[src/rtl/dft_pkg.sv]
// Shared definitions for the forward/inverse DFT engines: twiddle format,
// FSM states, RAM buffer-select encodings and 32-bit saturation.
package dft_pkg;

    localparam int unsigned Q    = 10;
    localparam int unsigned TW_W = 12;

    typedef enum logic [2:0] {
        S_IDLE,
        S_READ,
        S_WAIT,
        S_MAC,
        S_WRITE,
        S_DONE
    } state_t;

    localparam logic [1:0] SEL_NONE = 2'b00;
    localparam logic [1:0] SEL_RD   = 2'b01;
    localparam logic [1:0] SEL_WR   = 2'b10;

    function automatic logic signed [31:0] sat32(input logic signed [63:0] v);
        if (v > 64'sd2147483647) begin
            return 32'sh7FFF_FFFF;
        end else if (v < -64'sd2147483648) begin
            return 32'sh8000_0000;
        end else begin
            return v[31:0];
        end
    endfunction

endpackage

[src/rtl/dft_twiddle_rom.sv]
// Combinational Q10 twiddle ROM: W[m] = (cos, -sin) of 2*pi*m/SAMPLE, built
// from a 64-point quarter-wave cosine table by quadrant symmetry.
module dft_twiddle_rom
    import dft_pkg::*;
#(
    parameter int unsigned SAMPLE = 8,
    parameter int unsigned N_BIT  = 3
) (
    input  logic [N_BIT-1:0]        i_m,
    output logic signed [TW_W-1:0]  o_wr,
    output logic signed [TW_W-1:0]  o_wi
);

    localparam int unsigned STEP = 64 / SAMPLE;

    // round(1024*cos(2*pi*i/64)) for i = 0..16
    function automatic logic signed [TW_W-1:0] qcos(input logic [4:0] i);
        case (i)
            5'd0:    return 12'sd1024;
            5'd1:    return 12'sd1019;
            5'd2:    return 12'sd1004;
            5'd3:    return 12'sd980;
            5'd4:    return 12'sd946;
            5'd5:    return 12'sd903;
            5'd6:    return 12'sd851;
            5'd7:    return 12'sd792;
            5'd8:    return 12'sd724;
            5'd9:    return 12'sd650;
            5'd10:   return 12'sd569;
            5'd11:   return 12'sd483;
            5'd12:   return 12'sd392;
            5'd13:   return 12'sd297;
            5'd14:   return 12'sd200;
            5'd15:   return 12'sd100;
            default: return 12'sd0;
        endcase
    endfunction

    logic [5:0] w_j;
    logic [4:0] w_r;
    logic [4:0] w_rc;

    assign w_j  = 6'(i_m) * 6'(STEP);
    assign w_r  = {1'b0, w_j[3:0]};
    assign w_rc = 5'd16 - w_r;

    always_comb begin
        o_wr = qcos(w_r);
        o_wi = -qcos(w_rc);
        case (w_j[5:4])
            2'd0: begin o_wr =  qcos(w_r);  o_wi = -qcos(w_rc); end
            2'd1: begin o_wr = -qcos(w_rc); o_wi = -qcos(w_r);  end
            2'd2: begin o_wr = -qcos(w_r);  o_wi =  qcos(w_rc); end
            default: begin o_wr = qcos(w_rc); o_wi = qcos(w_r); end
        endcase
    end

endmodule

[src/rtl/dft_fwd.sv]
// Direct-form forward DFT: reads N samples per bin from the shared RAM,
// accumulates one complex MAC per sample, writes the saturated bin back.
module dft_fwd
    import dft_pkg::*;
#(
    parameter int unsigned SAMPLE = 8,
    parameter int unsigned N_BIT  = 3,
    parameter int unsigned ACC_W  = 40
) (
    input  logic                clk,
    input  logic                rst,
    input  logic                i_start,
    input  logic signed [31:0]  i_data_in_re,
    input  logic signed [31:0]  i_data_in_im,
    output logic                o_done,
    output logic                o_rd_en,
    output logic                o_wr_en,
    output logic                o_ram_ctrl,
    output logic [1:0]          o_rd_sel,
    output logic [1:0]          o_wr_sel,
    output logic [N_BIT-1:0]    o_addr,
    output logic signed [31:0]  o_data_out_re,
    output logic signed [31:0]  o_data_out_im
);

    localparam int unsigned      CNT_W = N_BIT + 1;
    localparam logic [CNT_W-1:0] LAST  = CNT_W'(SAMPLE - 1);

    state_t                  r_state, w_state_nxt;
    logic [CNT_W-1:0]        r_k, w_k_nxt, r_n, w_n_nxt;
    logic signed [ACC_W-1:0] r_acc_re, w_acc_re_nxt, r_acc_im, w_acc_im_nxt;
    logic                    r_done, w_done_nxt;
    logic                    r_rd_en, w_rd_en_nxt, r_wr_en, w_wr_en_nxt;
    logic                    r_ram_ctrl, w_ram_ctrl_nxt;
    logic [1:0]              r_rd_sel, w_rd_sel_nxt, r_wr_sel, w_wr_sel_nxt;
    logic [N_BIT-1:0]        r_addr, w_addr_nxt;
    logic signed [31:0]      r_dout_re, w_dout_re_nxt, r_dout_im, w_dout_im_nxt;

    logic [N_BIT-1:0]        w_m;
    logic signed [TW_W-1:0]  w_wr, w_wi;
    logic signed [63:0]      w_rr, w_ii, w_ri, w_ir;
    logic signed [ACC_W-1:0] w_pr, w_pi;

    // twiddle index: (k*n) mod N is the low N_BIT bits of the product
    assign w_m = N_BIT'(r_k * r_n);

    dft_twiddle_rom #(
        .SAMPLE (SAMPLE),
        .N_BIT  (N_BIT)
    ) u_rom (
        .i_m  (w_m),
        .o_wr (w_wr),
        .o_wi (w_wi)
    );

    assign w_rr = 64'(i_data_in_re) * 64'(w_wr);
    assign w_ii = 64'(i_data_in_im) * 64'(w_wi);
    assign w_ri = 64'(i_data_in_re) * 64'(w_wi);
    assign w_ir = 64'(i_data_in_im) * 64'(w_wr);
    assign w_pr = ACC_W'((w_rr - w_ii) >>> Q);
    assign w_pi = ACC_W'((w_ri + w_ir) >>> Q);

    always_ff @(posedge clk or posedge rst) begin
        if (rst) begin
            r_state    <= S_IDLE;
            r_k        <= '0;
            r_n        <= '0;
            r_acc_re   <= '0;
            r_acc_im   <= '0;
            r_done     <= 1'b0;
            r_rd_en    <= 1'b0;
            r_wr_en    <= 1'b0;
            r_ram_ctrl <= 1'b0;
            r_rd_sel   <= SEL_NONE;
            r_wr_sel   <= SEL_NONE;
            r_addr     <= '0;
            r_dout_re  <= '0;
            r_dout_im  <= '0;
        end else begin
            r_state    <= w_state_nxt;
            r_k        <= w_k_nxt;
            r_n        <= w_n_nxt;
            r_acc_re   <= w_acc_re_nxt;
            r_acc_im   <= w_acc_im_nxt;
            r_done     <= w_done_nxt;
            r_rd_en    <= w_rd_en_nxt;
            r_wr_en    <= w_wr_en_nxt;
            r_ram_ctrl <= w_ram_ctrl_nxt;
            r_rd_sel   <= w_rd_sel_nxt;
            r_wr_sel   <= w_wr_sel_nxt;
            r_addr     <= w_addr_nxt;
            r_dout_re  <= w_dout_re_nxt;
            r_dout_im  <= w_dout_im_nxt;
        end
    end

    always_comb begin
        w_state_nxt   = r_state;
        w_k_nxt       = r_k;
        w_n_nxt       = r_n;
        w_acc_re_nxt  = r_acc_re;
        w_acc_im_nxt  = r_acc_im;
        w_done_nxt    = r_done;
        w_rd_en_nxt   = 1'b0;
        w_wr_en_nxt   = 1'b0;
        w_rd_sel_nxt  = SEL_NONE;
        w_wr_sel_nxt  = SEL_NONE;
        w_addr_nxt    = r_addr;
        w_dout_re_nxt = r_dout_re;
        w_dout_im_nxt = r_dout_im;

        case (r_state)
            S_IDLE: begin
                if (i_start) begin
                    w_state_nxt = S_READ;
                    w_k_nxt     = '0;
                    w_n_nxt     = '0;
                    w_done_nxt  = 1'b0;
                end
            end
            S_READ: begin
                w_addr_nxt   = N_BIT'(r_n);
                w_rd_en_nxt  = 1'b1;
                w_rd_sel_nxt = SEL_RD;
                w_state_nxt  = S_WAIT;
            end
            S_WAIT: begin
                w_state_nxt = S_MAC;
            end
            S_MAC: begin
                if (r_n == '0) begin
                    w_acc_re_nxt = w_pr;
                    w_acc_im_nxt = w_pi;
                end else begin
                    w_acc_re_nxt = r_acc_re + w_pr;
                    w_acc_im_nxt = r_acc_im + w_pi;
                end
                w_n_nxt     = r_n + 1'b1;
                w_state_nxt = (r_n == LAST) ? S_WRITE : S_READ;
            end
            S_WRITE: begin
                w_addr_nxt    = N_BIT'(r_k);
                w_wr_en_nxt   = 1'b1;
                w_wr_sel_nxt  = SEL_WR;
                w_dout_re_nxt = sat32(64'(r_acc_re));
                w_dout_im_nxt = sat32(64'(r_acc_im));
                w_n_nxt       = '0;
                w_k_nxt       = r_k + 1'b1;
                if (r_k == LAST) begin
                    w_state_nxt = S_DONE;
                    w_done_nxt  = 1'b1;
                end else begin
                    w_state_nxt = S_READ;
                end
            end
            S_DONE: begin
                if (!i_start) w_state_nxt = S_IDLE;
            end
            default: begin
                w_state_nxt = S_IDLE;
            end
        endcase

        w_ram_ctrl_nxt = (w_state_nxt inside {S_READ, S_WAIT, S_MAC, S_WRITE});
    end

    assign o_done        = r_done;
    assign o_rd_en       = r_rd_en;
    assign o_wr_en       = r_wr_en;
    assign o_ram_ctrl    = r_ram_ctrl;
    assign o_rd_sel      = r_rd_sel;
    assign o_wr_sel      = r_wr_sel;
    assign o_addr        = r_addr;
    assign o_data_out_re = r_dout_re;
    assign o_data_out_im = r_dout_im;

endmodule

[config.mk]
export PLATFORM = sky130hd
export DESIGN_NAME = dft_fwd
export DESIGN_NICKNAME = d
export VERILOG_FILES = /design/src/rtl/dft_pkg.sv /design/src/rtl/dft_twiddle_rom.sv /design/src/rtl/dft_fwd.sv
export SDC_FILE = /design/constraint.sdc
export NUM_CORES = 2
export LEC_CHECK = 0
export CORE_AREA = 2 2 319 321
export CTS_BUF_LIST = sky130_fd_sc_hd__clkbuf_2 sky130_fd_sc_hd__clkbuf_4 sky130_fd_sc_hd__clkbuf_8
export DETAILED_ROUTE_END_ITERATION = 8
export DIE_AREA = 0 0 321 323
export PLACE_DENSITY = 0.78
export SLEW_MARGIN = 40
export SYNTH_ARGS = -nofsm -noshare
export SYNTH_HDL_FRONTEND = slang
export SYNTH_SLANG_ARGS = --single-unit
export TNS_END_PERCENT = 30
[constraint.sdc]
create_clock -name clk -period 14.1 [get_ports clk]
set_input_delay 2.82 -clock clk [delete_from_list [all_inputs] [get_ports clk]]
set_output_delay 2.82 -clock clk [all_outputs]
set_load 0.02 [all_outputs]
==> run summary <==
Gr busiest metal - met2
Die area - 0.104 mm2
Mapped Area - 0.0499 mm2
Post-synthesis cell count - 5,366
Core Area - 0.101 mm2
Synth area leaders - fa_1, ha_1, inv_1
Filler Cells Inserted - 9,013
Final setup vio count - 0
Die H - 323 um
Post-synth top cells - inv_1, fa_1, ha_1
Setup_tns - 0 ns
Via-to-Cell Ratio - 5.27
Max FO, Critical Path - 5
RSZ-0062 raised after global routing - no
1st-iter DRT viols - 2,480
Num rows - 117
Worst clock skew - 0.0145 ns
Post-synth top area cell - fa_1
CP Launch Type - primary input
CTS clk-pin slew, worst paths - 0.10 ns
Register bit count reported by yosys - 162
DR WL/cell - 20.2 um
Max-cap violations - 0
Seq/Total Area, Yosys - 0.0813
Critical Path AT - 13.21 ns
Clock Latency Late Sink - 0.49 ns
CTS Sinks - 162
CP most frequent cell - fa_1
Top-count cell post-synth - inv_1
Final Max Tran Viols - 0
Vias in the first global route - 38,800
EDFF count, synth - 0
H-tree depth - 4
Worst path slowest cell - clkdlybuf4s50_1
Worst-margin pin slew - 0.870 ns
Grt ovf - 0
M2 GR Usage - 0.475
FMAX - 78.0 MHz
Hold-fix buffer count after cts - 0
Postcts setup bufs - 0
Final hold vios - 0
FF+latch area - 0.00405 mm2
Area of the multi-input gates - 0.0397 mm2
CTS tree - yes
Unique cell type count in the Yosys netlist - 92
Fin nets - 7,157
R2r setup slk - 1.32 ns
Worst endpoint required time - 14.48 ns
First-pass GRT wire length - 217 mm
Met1 Usage GRT - 0.323
Root Buffer - clkbuf_8
Total CTS buffers - 17
Synth warn - 0
Share of the synthesized area in the top cell type - 0.466
Synth Flop Type - dfrtp_1
Status - finished, final reports clean
Die Wd - 321 um
Largest net degree at the start of global routing - 89
Tcrit/Tclk final - 0.910
DP Wirelength - 122 mm
Ports - 142
Residual DRC - 0
Final ANT Viol Nets - 0
Post-route minimum period - 12.83 ns
Met3 GRT Util - 0.0329
Initial antenna violation count - 7
Post-cts sizing count - 0
CTS max path bufs - 2
Syn_area_per_cell - 9.29 um2
Asr flop ratio synth - 1.00
Area grow syn2layout - 6.85%
Drt pass-1 iters - 8
Starting Density - 0.495
Critical Path Sink Type - flip-flop
Routability cong. - 1.02
WS Path Type - in2reg
Total GRT Usage - 0.276
Relative slew margins - 0.418
Slowest cell delay on critical path - 0.66 ns
Port buffer count - 139
Worst hold path class - reg2reg
Share of layout cells above drive strength 1 - 0.0229
Via count - 35,600
Routed WL - 137 mm
## area by class of cell
cell class,instances,share of cell area
diodes,7,0.000329
clock buffers,19,0.00491
clock inverters,13,0.00277
inverters,1525,0.108
multi-input cells,3551,0.745
flip-flops and latches,162,0.0761
well taps,1309,0.0307
repair buffers,177,0.0324
## flip-flops by register name, indices dropped and copies added (netlist names)
| register | cells |
|---|---|
| r_acc_im | 40 |
| r_acc_re | 40 |
| o_data_out_im | 32 |
| o_data_out_re | 32 |
| r_k | 4 |
| r_n | 4 |
| o_addr | 3 |
| r_state | 3 |
| o_done | 1 |
| o_ram_ctrl | 1 |
| o_rd_sel | 1 |
| o_wr_sel | 1 |
## cell usage in the layout (no fill, tap or decap), types with 6 or more instances in the layout
master	count
nor2b_1	15
and4_1	6
fa_1	1161
nand3_1	24
nand2b_1	50
a22oi_1	6
xnor2_1	108
clkbuf_8	19
inv_1	1523
a211o_1	8
and3_1	18
ha_1	495
o31ai_1	7
buf_4	33
nor2_1	403
dfrtp_1	162
a21oi_1	218
nor3_1	27
or2_2	6
o21a_1	14
and2_1	90
o21ai_0	113
diode_2	7
o21ai_1	8
a21o_1	55
nand2_1	464
a31oi_1	19
o21bai_1	22
xor2_1	55
nand4_1	16
mux2i_1	7
a211oi_1	12
or3_1	13
clkdlybuf4s50_1	139
nor4_1	7
## layer usage
metal  vias up  routed length (um)
met5         -                  29
met4         4               11800
met3       396                6880
met2      1180               68900
met1     18000               49200
li1      16000                   -
## path summary, 6_finish.rpt
path                                    from                end  cells past startpoint
setup / recovery             i_data_in_re[9]       r_acc_re[39]                     37
hold / removal             o_data_out_re[31]  o_data_out_re[31]                      2
setup reg to reg                      r_n[0]       r_acc_re[39]                     42
hold reg to reg            o_data_out_re[31]  o_data_out_re[31]                      2
max in group asynchronous                rst  o_data_out_re[29]                      3
min in group asynchronous                rst   o_data_out_im[1]                      2
## per-stage QoR
stage	utilization	hold WS (ns)	worst slack (ns)	std cells	area (um2)
2_1_floorplan	-	0.477	2.81	5367	49900
3_3_place_gp	0.524	0.472	1.06	6720	52800
3_5_place_dp	0.524	0.464	0.857	6722	52800
4_1_cts	0.529	0.484	1.24	6754	53200
5_1_grt	0.529	0.505	0.654	6756	53300
6_report	0.529	0.482	1.27	6763	53300
## kinds of logic after synthesis
kind of cell | share of synthesized area
compound gates | 0.0681
xor+xnor | 0.0309
fa+ha+maj | 0.590
buf+inv | 0.125
flops | 0.0813
mux | 0.00208
other cells | 0.0000752
simple gates | 0.103
## critical path: cells and delay by family
kind / cells / cell delay (ns)
AO/OA/AOI/OAI: 14 / 3.49
XOR/XNOR: 1 / 0.12
adder cells (fa/ha/maj): 9 / 4.15
buffers and inverters: 5 / 0.85
multiplexers: 1 / 0.15
AND/OR/NAND/NOR: 7 / 1.61
Power is not shown: default switching activity piles up to over one toggle a cycle in this logic, so the estimate is an artifact.
